`config.mk`:
```
export PLATFORM = sky130hd
export DESIGN_NAME = shift_sequencer
export DESIGN_NICKNAME = d
export VERILOG_FILES = /design/src/rtl/shift_sequencer.sv
export SDC_FILE = /design/constraint.sdc
export NUM_CORES = 1
export LEC_CHECK = 0
export CAP_MARGIN = 20
export CORE_MARGIN = 8
export CORE_UTILIZATION = 40
export CTS_BUF_LIST = sky130_fd_sc_hd__clkbuf_8
export CTS_CLUSTER_SIZE = 16
export DETAILED_ROUTE_END_ITERATION = 10
export GPL_TIMING_DRIVEN = 0
export PLACE_DENSITY = 0.7
export SETUP_SLACK_MARGIN = 0.3
export SYNTH_ARGS = -nofsm -noshare
export SYNTH_HDL_FRONTEND = slang
export SYNTH_SLANG_ARGS = --single-unit
```
`constraint.sdc`:
```
create_clock -name clk -period 3.5 [get_ports clk]
set_input_delay 0.35 -clock clk [delete_from_list [all_inputs] [get_ports clk]]
set_output_delay 0.35 -clock clk [all_outputs]
set_load 0.05 [all_outputs]
```
`src/rtl/shift_sequencer.sv`:
```
// shift_sequencer: runs a 16-bit shift (SLL, SRA or ROR) as three registered
// stages. The 4-bit amount is split into base-3 digits (d0, d1, d2). The
// stages then shift by d0*1, d1*3 and d2*9 in turn. The result is held in
// DONE until the consumer takes it.
module shift_sequencer #(
  parameter int WIDTH = 16
) (
  input  logic             clk,
  input  logic             rst,
  input  logic             in_valid,
  output logic             in_ready,
  input  logic [1:0]       in_op,
  input  logic [3:0]       in_amount,
  input  logic [WIDTH-1:0] in_value,
  output logic             out_valid,
  input  logic             out_ready,
  output logic [WIDTH-1:0] out_result,
  output logic             busy
);

  // Operation encodings
  localparam logic [1:0] OP_SLL  = 2'b00;
  localparam logic [1:0] OP_SRA  = 2'b01;
  localparam logic [1:0] OP_ROR  = 2'b10;

  // Controller states
  localparam logic [2:0] ST_IDLE = 3'd0;
  localparam logic [2:0] ST_S1   = 3'd1;
  localparam logic [2:0] ST_S3   = 3'd2;
  localparam logic [2:0] ST_S9   = 3'd3;
  localparam logic [2:0] ST_DONE = 3'd4;

  logic [2:0]       r_state;
  logic [2:0]       w_state_next;
  logic [WIDTH-1:0] r_work;
  logic [1:0]       r_op;
  logic [1:0]       r_d0;
  logic [1:0]       r_d1;
  logic [1:0]       r_d2;

  logic             w_accept;
  logic             w_stage_en;
  logic [1:0]       w_d0;
  logic [1:0]       w_d1;
  logic [1:0]       w_d2;
  logic [3:0]       w_rem;
  logic [4:0]       w_k;
  logic [WIDTH-1:0] w_sll;
  logic [WIDTH-1:0] w_sra;
  logic [WIDTH-1:0] w_ror;
  logic [WIDTH-1:0] w_stage;

  // Handshake and status flags are decoded from the registered state only.
  // This keeps any input-to-output combinational path out of the block.
  assign in_ready   = (r_state == ST_IDLE);
  assign out_valid  = (r_state == ST_DONE);
  assign busy       = (r_state != ST_IDLE);
  assign out_result = r_work;

  assign w_accept   = in_valid && (r_state == ST_IDLE);
  assign w_stage_en = (r_state == ST_S1) || (r_state == ST_S3) || (r_state == ST_S9);

  // Base-2 to base-3 conversion of the amount (0..15). d2 is 0 or 1.
  // The remainder 0..8 then splits into d1 (0..2) and d0 (0..2).
  always_comb begin
    w_d2  = 2'd0;
    w_rem = in_amount;
    w_d1  = 2'd0;
    w_d0  = 2'd0;
    if (in_amount >= 4'd9) begin
      w_d2  = 2'd1;
      w_rem = in_amount - 4'd9;
    end
    if (w_rem >= 4'd6) begin
      w_d1 = 2'd2;
      w_d0 = w_rem[1:0] - 2'd2;      // rem 6..8 -> 0..2
    end else if (w_rem >= 4'd3) begin
      w_d1 = 2'd1;
      w_d0 = w_rem[1:0] - 2'd3;      // rem 3..5 -> 0..2 (mod-4 arithmetic)
    end else begin
      w_d1 = 2'd0;
      w_d0 = w_rem[1:0];
    end
  end

  // Select this stage's shift count: the digit weighted by 1, 3 or 9.
  always_comb begin
    w_k = 5'd0;
    case (r_state)
      ST_S1:   w_k = {3'b000, r_d0};
      ST_S3:   w_k = {3'b000, r_d1} * 5'd3;
      ST_S9:   w_k = {3'b000, r_d2} * 5'd9;
      default: w_k = 5'd0;
    endcase
  end

  // SLL fills the low bits with zeros.
  // SRA replicates bit 15 of the current working value.
  assign w_sll = r_work << w_k;
  assign w_sra = WIDTH'($signed(r_work) >>> w_k);

  // ROR: each output bit reads the working register at (bit + k) mod 16.
  // 4-bit index arithmetic wraps modulo 16 on its own.
  generate
    for (genvar gi = 0; gi < WIDTH; gi++) begin : g_ror
      assign w_ror[gi] = r_work[4'(gi) + w_k[3:0]];
    end
  endgenerate

  // Per-stage result chosen by the latched op. Op 11 passes the value through.
  always_comb begin
    w_stage = r_work;
    case (r_op)
      OP_SLL:  w_stage = w_sll;
      OP_SRA:  w_stage = w_sra;
      OP_ROR:  w_stage = w_ror;
      default: w_stage = r_work;
    endcase
  end

  // Next-state logic. Every accepted operation walks all three stages,
  // so latency stays constant.
  always_comb begin
    w_state_next = r_state;
    case (r_state)
      ST_IDLE: if (w_accept) w_state_next = ST_S1;
      ST_S1:   w_state_next = ST_S3;
      ST_S3:   w_state_next = ST_S9;
      ST_S9:   w_state_next = ST_DONE;
      ST_DONE: if (out_ready) w_state_next = ST_IDLE;
      default: w_state_next = ST_IDLE;
    endcase
  end

  // State register. Reset from any state discards the operation in flight.
  always_ff @(posedge clk) begin
    if (rst) begin
      r_state <= ST_IDLE;
    end else begin
      r_state <= w_state_next;
    end
  end

  // Operand, op and digit capture on accept, then working-register updates per stage.
  always_ff @(posedge clk) begin
    if (rst) begin
      r_work <= '0;
      r_op   <= 2'd0;
      r_d0   <= 2'd0;
      r_d1   <= 2'd0;
      r_d2   <= 2'd0;
    end else if (w_accept) begin
      r_work <= in_value;
      r_op   <= in_op;
      r_d0   <= w_d0;
      r_d1   <= w_d1;
      r_d2   <= w_d2;
    end else if (w_stage_en) begin
      r_work <= w_stage;
    end
  end

endmodule

```
# ---- Word-level counts from Yosys, hierarchy flattened
# Cells that the tools add are included.
dict set report classes {
  add_sub_neg 18
  n_mul 2
  magnitude_cmp 19
  eq_ne 8
  shift 2
  mux 45
  n_reduce_logical 10
}
# operator count
set op_table {}
lappend op_table {{< comparator 4 x 5 -> 1 bit (second input constant)} 16}
lappend op_table {{binary-select mux 1 bit (select 4 bit)} 16}
lappend op_table {{one-hot mux 16 bit (3 select lines)} 1}
lappend op_table {{adder 4 bit (first input constant)} 8}
lappend op_table {{two-way mux 16 bit} 2}
lappend op_table {{two-way mux 1 bit} 18}
lappend op_table {{adder 3 x 4 -> 4 bit (first input constant)} 4}
lappend op_table {{left shift 16 x 5 -> 16 bit} 1}
lappend op_table {{>>> shifter 16 x 5 -> 16 bit} 1}
lappend op_table {{one-hot mux 3 bit (5 select lines)} 1}
lappend op_table {{one-hot mux 5 bit (3 select lines)} 1}
lappend op_table {{adder 2 x 4 -> 4 bit (first input constant)} 2}
lappend op_table {{== test 3 x 2 -> 1 bit (second input constant)} 2}
lappend op_table {{two-way mux 2 bit} 3}
lappend op_table {{two-way mux 3 bit} 2}
lappend op_table {{multiplier 2 x 4 -> 5 bit (second input constant)} 1}
lappend op_table {{adder 1 x 4 -> 4 bit (first input constant)} 1}
lappend op_table {{>= comparator 4 x 2 -> 1 bit (second input constant)} 1}
lappend op_table {{>= comparator 4 x 3 -> 1 bit (second input constant)} 1}
lappend op_table {{>= comparator 4 bit (second input constant)} 1}
lappend op_table {{multiplier 2 x 2 -> 4 bit (second input constant)} 1}
lappend op_table {{two-way mux 4 bit} 1}
lappend op_table {{!= test 2 x 1 -> 1 bit (second input constant)} 2}
lappend op_table {{AND reduction 2 bit} 2}
lappend op_table {{other kinds (13)} 15}
dict set report totals {
  regBits 27
  input_bits 26
  wordCells 110
}

# ---- Logic depth before layout (Yosys ltp)
dict set report depth {
  ltp_word 8
  ltp_mapped 16
}

# ---- Worst setup path after synthesis
# OpenSTA, ideal clock, no wires.
dict set report synth_path {
  path_type {reg2reg}
  start {register r_d1[0]}
  end {register r_work[15], in the netlist out_result[15]}
  setup_time_ps 117
  t_arrival_ps 3542
  required_time_ps 3383
  path_slack_ps -159
  path_stages_with_launch 17
  path_buffers 3
  period_less_slack_ps 3659
  path_cell_list {dfxtp_1 inv_1 ha_1 or3b_1 a21oi_2 inv_2 buf_2 buf_2 ha_1 xnor2_1 buf_2 mux2i_1 mux2i_1 mux4_2 nand2_1 nand4_1 a22o_1}
}
dict set report synth_between {
  elab_chain_len 8
  elab_cells_between_ends 10
}
# element line
set synth_lines {}
lappend synth_lines {{start: declaration} 38} ;# logic [1:0] r_d1;
lappend synth_lines {{start signal: assignment} 156} ;# r_d1 <= w_d1;
lappend synth_lines {{multiplier 2 x 2 -> 4 bit (*)} 91} ;# ST_S3: w_k = {3'b000, r_d1} * 5'd3;
lappend synth_lines {{one-hot mux 5 bit (3 select lines) (*)} 89} ;# case (r_state)
lappend synth_lines {{adder 4 bit} 106} ;# assign w_ror[gi] = r_work[4'(gi) + w_k[3:0]];
lappend synth_lines {{binary-select mux 1 bit (select 4 bit)} 106}
lappend synth_lines {{two-way mux 1 bit (not written as such)} 106}
lappend synth_lines {{one-hot mux 16 bit (3 select lines) (*)} 113} ;# case (r_op)
lappend synth_lines {{two-way mux 16 bit (*)} 158} ;# end else if (w_stage_en) begin
lappend synth_lines {{two-way mux 16 bit (*)} 152} ;# end else if (w_accept) begin
lappend synth_lines {{end signal: assignment} 153} ;# r_work <= in_value;
lappend synth_lines {{end signal: assignment} 159} ;# r_work <= w_stage;
lappend synth_lines {{end: declaration} 35} ;# logic [WIDTH-1:0] r_work;
# Every way passes the cells marked *; elsewhere a longest branch is shown, timed or not. The select of a mux whose other input is x is not followed.
# A chain may end at the register's enable or synchronous reset.

# ---- Final worst setup path
# Same ends and word-level chain as after synthesis.

==> reports/metrics.cfg <==
[die]
core-area_mm2 = 0.0104
ioPinCount = 45
die_x_um = 119
fp.dieH_um = 119
fp.dieArea_mm2 = 0.0143
rows = 37
initial_core_util_pct = 41.3

[critical_path]
critPathLaunch = r_d1[0]
startpoint_type = flop
worstReg2RegStart = r_d1[0]
rr_worst_depth = 16
crit_arrival_ns = 3.63
crit_fanout = 7
worstSetupPathType = reg -> reg
endpoint = out_result[15]
cp.required_ns = 3.69
endpoint_kind = flop
reg2reg_slack_ns = 0.06
rr_endpoint = out_result[15]

[sta]
slew_violations = 0
timing.final.crit_share_pct = 98.1
fin_skew_ns = 0.00272
relSlewSlack_pct = 45.0
hold_slack_ns = 0.482
max_slew.worst_pin.slew_ns = 0.825
finalHoldViolCount = 0
min_period_ns = 3.44
setup_viol = 0
fmax_mhz = 291
worst_slack_ns = 0.0649
rsz0062_at_grt = yes

[synth]
syn-num-nets = 641
avgSynthCellArea_um2 = 7.19
ys_top_cells_by_area = mux2i_1 19%, dfxtp_1 12%, nand2_1 6.1%
yosysUniqueCellTypes = 68
synth_top_area_share_pct = 18.9
synthArstFlopShare_pct = 0
yosysTopAreaCell = mux2i_1
synth-seq-cells = 26
ys_warn_count = 0
syn_area_mm2 = 0.00428
yosysSeqAreaShare_pct = 12.2
syn_inst = 596
ys.flop_type = dfxtp_1
synth_edf_count = 0

[placement]
hpwl_mm = 15.1
placed_cell_area_mm2 = 0.00499
gp_congestion = 0.979
pre_cts_slack_ns = -0.593
port_buffers = 43

[drt]
route.vias.total = 5269
via_per_inst = 6.50
drt_pass1_iterations = 5
drc = 0
wl_mm = 20.4
drtIter0Drc = 604
wl_per_cell_um = 25.1
antenna_left = 0

[global_routing]
grt_pass1_vias = 5076
grt_max_degree = 16
grt_pass1_wl_mm = 30.6
overflow = 0
antenna_found_initial = 0
grt_usage_pct = 27.5

[cells_and_area]
utilization_pct = 52.9
area_growth_pct = 28.0
fillers = 1087
n_antenna_cell = 0
drive_above_1_share_pct = 17.7
stdcell_area_mm2 = 0.00548
nets = 720

[clock_network]
path_clk_slew_ns = 0.10
cts_tree = yes
clk_path_buf_depth = 2
cts-root-buf = clkbuf_8
numCtsBuffers = 3
htree_levels = 1
clk_latency_ns = 0.29
cts.sinks = 26

[power_and_ir_drop]
ir_worst_vdd_v = 0.000186
pwr_density_cell_mw_per_mm2 = 439
p_leak_nw = 2.23

[hold_path]
worstHoldPathType = reg -> reg
min-delay-start = r_op[1]

[status]
status = finished clean

[run]
maxCapViolCount = 0

-- synthesized netlist by cell type (3+ instances only) --
library cell	count
nand3_1	16
buf_4	5
mux2i_1	81
nand2_1	70
o221ai_1	3
mux4_2	6
mux2_2	10
xnor2_1	10
dfxtp_1	26
o21ai_0	52
buf_1	4
nor2b_1	7
nand2b_1	3
o21a_1	3
o22ai_1	9
a21oi_1	38
buf_2	13
o211ai_1	13
a32oi_1	3
nor3_1	18
and2_1	5
inv_1	17
a31oi_1	8
clkbuf_1	39
a211oi_1	6
ha_1	19
a22oi_1	6
nor4_1	3
nor2_1	46
and3_1	3
o21ai_1	3
nand4_1	4
-- per-layer routing --
metal,GRT usage [%],part of all wire [%],vias to the layer above,routed length [um]
met5,0,0,-,0
met4,13.1,4.3,0,877
met3,4.82,11,62,2240
met2,42.4,45,377,9100
met1,36.2,40,2484,8150
li1,-,-,2346,-
-- area by class of cell --
type,instances,area (um2),share of cell area (%)
multi-input cells,489,3580,65.3
repair buffers,74,677,12.3
flip-flops and latches,26,524,9.56
plain buffers,61,380,6.94
well taps,136,170,3.10
inverters,20,81.3,1.48
clock buffers,3,41.3,0.753
clock inverters,1,30.0,0.548
-- cell usage in the layout (no fill, tap or decap), drive strengths merged, types with 3 or more instances in the layout --
master	n
nor2b	7
a22oi	6
a32oi	3
o22ai	9
o221ai	3
a21oi	40
buf	53
nand4	4
nand2	70
nand3	16
mux4	6
clkbuf	42
mux2i	83
a211oi	7
clkdlybuf4s50	43
dfxtp	26
mux2	10
nor2	46
xnor2	11
nor4	3
nand2b	3
and3	3
o211ai	13
inv	19
ha	19
nor3	18
o21a	3
and2	5
o21ai	55
a31oi	8
-- cells by family (layout without fill, tap and decap cells) --
kind of cell / after synthesis / after routing / synth area share, %
AO/OA/AOI/OAI: 177 / 177 / 26.7
XOR/XNOR: 12 / 12 / 2.89
adder cells (fa/ha/maj): 19 / 19 / 5.55
buffers and inverters: 81 / 159 / 7.98
flip-flops: 26 / 26 / 12.2
multiplexers: 99 / 99 / 25.6
AND/OR/NAND/NOR: 182 / 182 / 19.1
-- flip-flops by register name (all words and copies together), names as in the netlist --
| register | cells |
|---|---|
| out_result | 16 |
| r_state | 3 |
| r_d0 | 2 |
| r_d1 | 2 |
| r_op | 2 |
| r_d2 | 1 |
-- repair_timing --
action / in CTS / in global routing
endpoints found under the setup margin: 12 / 9
pin swaps: 11 / 10
cloned: 0 / 0
hold buffers: 0 / 0
gates resized for setup: 31 / 25
buffers inserted: 20 / 9
-- per-stage QoR --
| step | std cells | TNS (ns) | total power, mW |
|---|---|---|---|
| after CTS | 800 | 0 | 2.30 |
| after floorplan | 596 | 0 | 1.45 |
| final | 810 | 0 | 2.41 |
| after detailed placement | 776 | -2.44 | 1.96 |
| after global routing | 810 | -0.0256 | 2.51 |
| after global placement | 775 | -2.19 | 1.95 |
-- report_power, final --
part | internal [mW] | switching (mW) | total [mW] | leakage, nW
combinational | 0.658 | 1.10 | 1.76 | 1.98
sequential | 0.342 | 0.0411 | 0.383 | 0.215
clock | 0.154 | 0.112 | 0.266 | 0.0357
-- critical path, stage by stage (launching register included) --
cell and delay, ns:
dfxtp_2 0.34, inv_2 0.04, ha_4 0.22, or3b_4 0.39
a21oi_4 0.22, inv_2 0.09, buf_8 0.13, buf_12 0.13
ha_4 0.17, xnor2_4 0.16, buf_6 0.16, mux2i_1 0.21
mux2i_1 0.13, mux4_2 0.51, nand2_2 0.08, nand4_1 0.14
a22o_1 0.21
-- worst min-delay path by stage --
stage	depth (start not counted)	endpoint	slack, ns
4_1_cts	2	r_op[1]	0.48
6_report	2	r_op[1]	0.48
3_3_place_gp	2	r_d0[0]	0.46
3_5_place_dp	2	r_op[1]	0.47
2_1_floorplan	2	r_d0[0]	0.44
5_1_grt	2	r_d0[0]	0.50
Note: power is estimated with default switching activity, not from simulation.
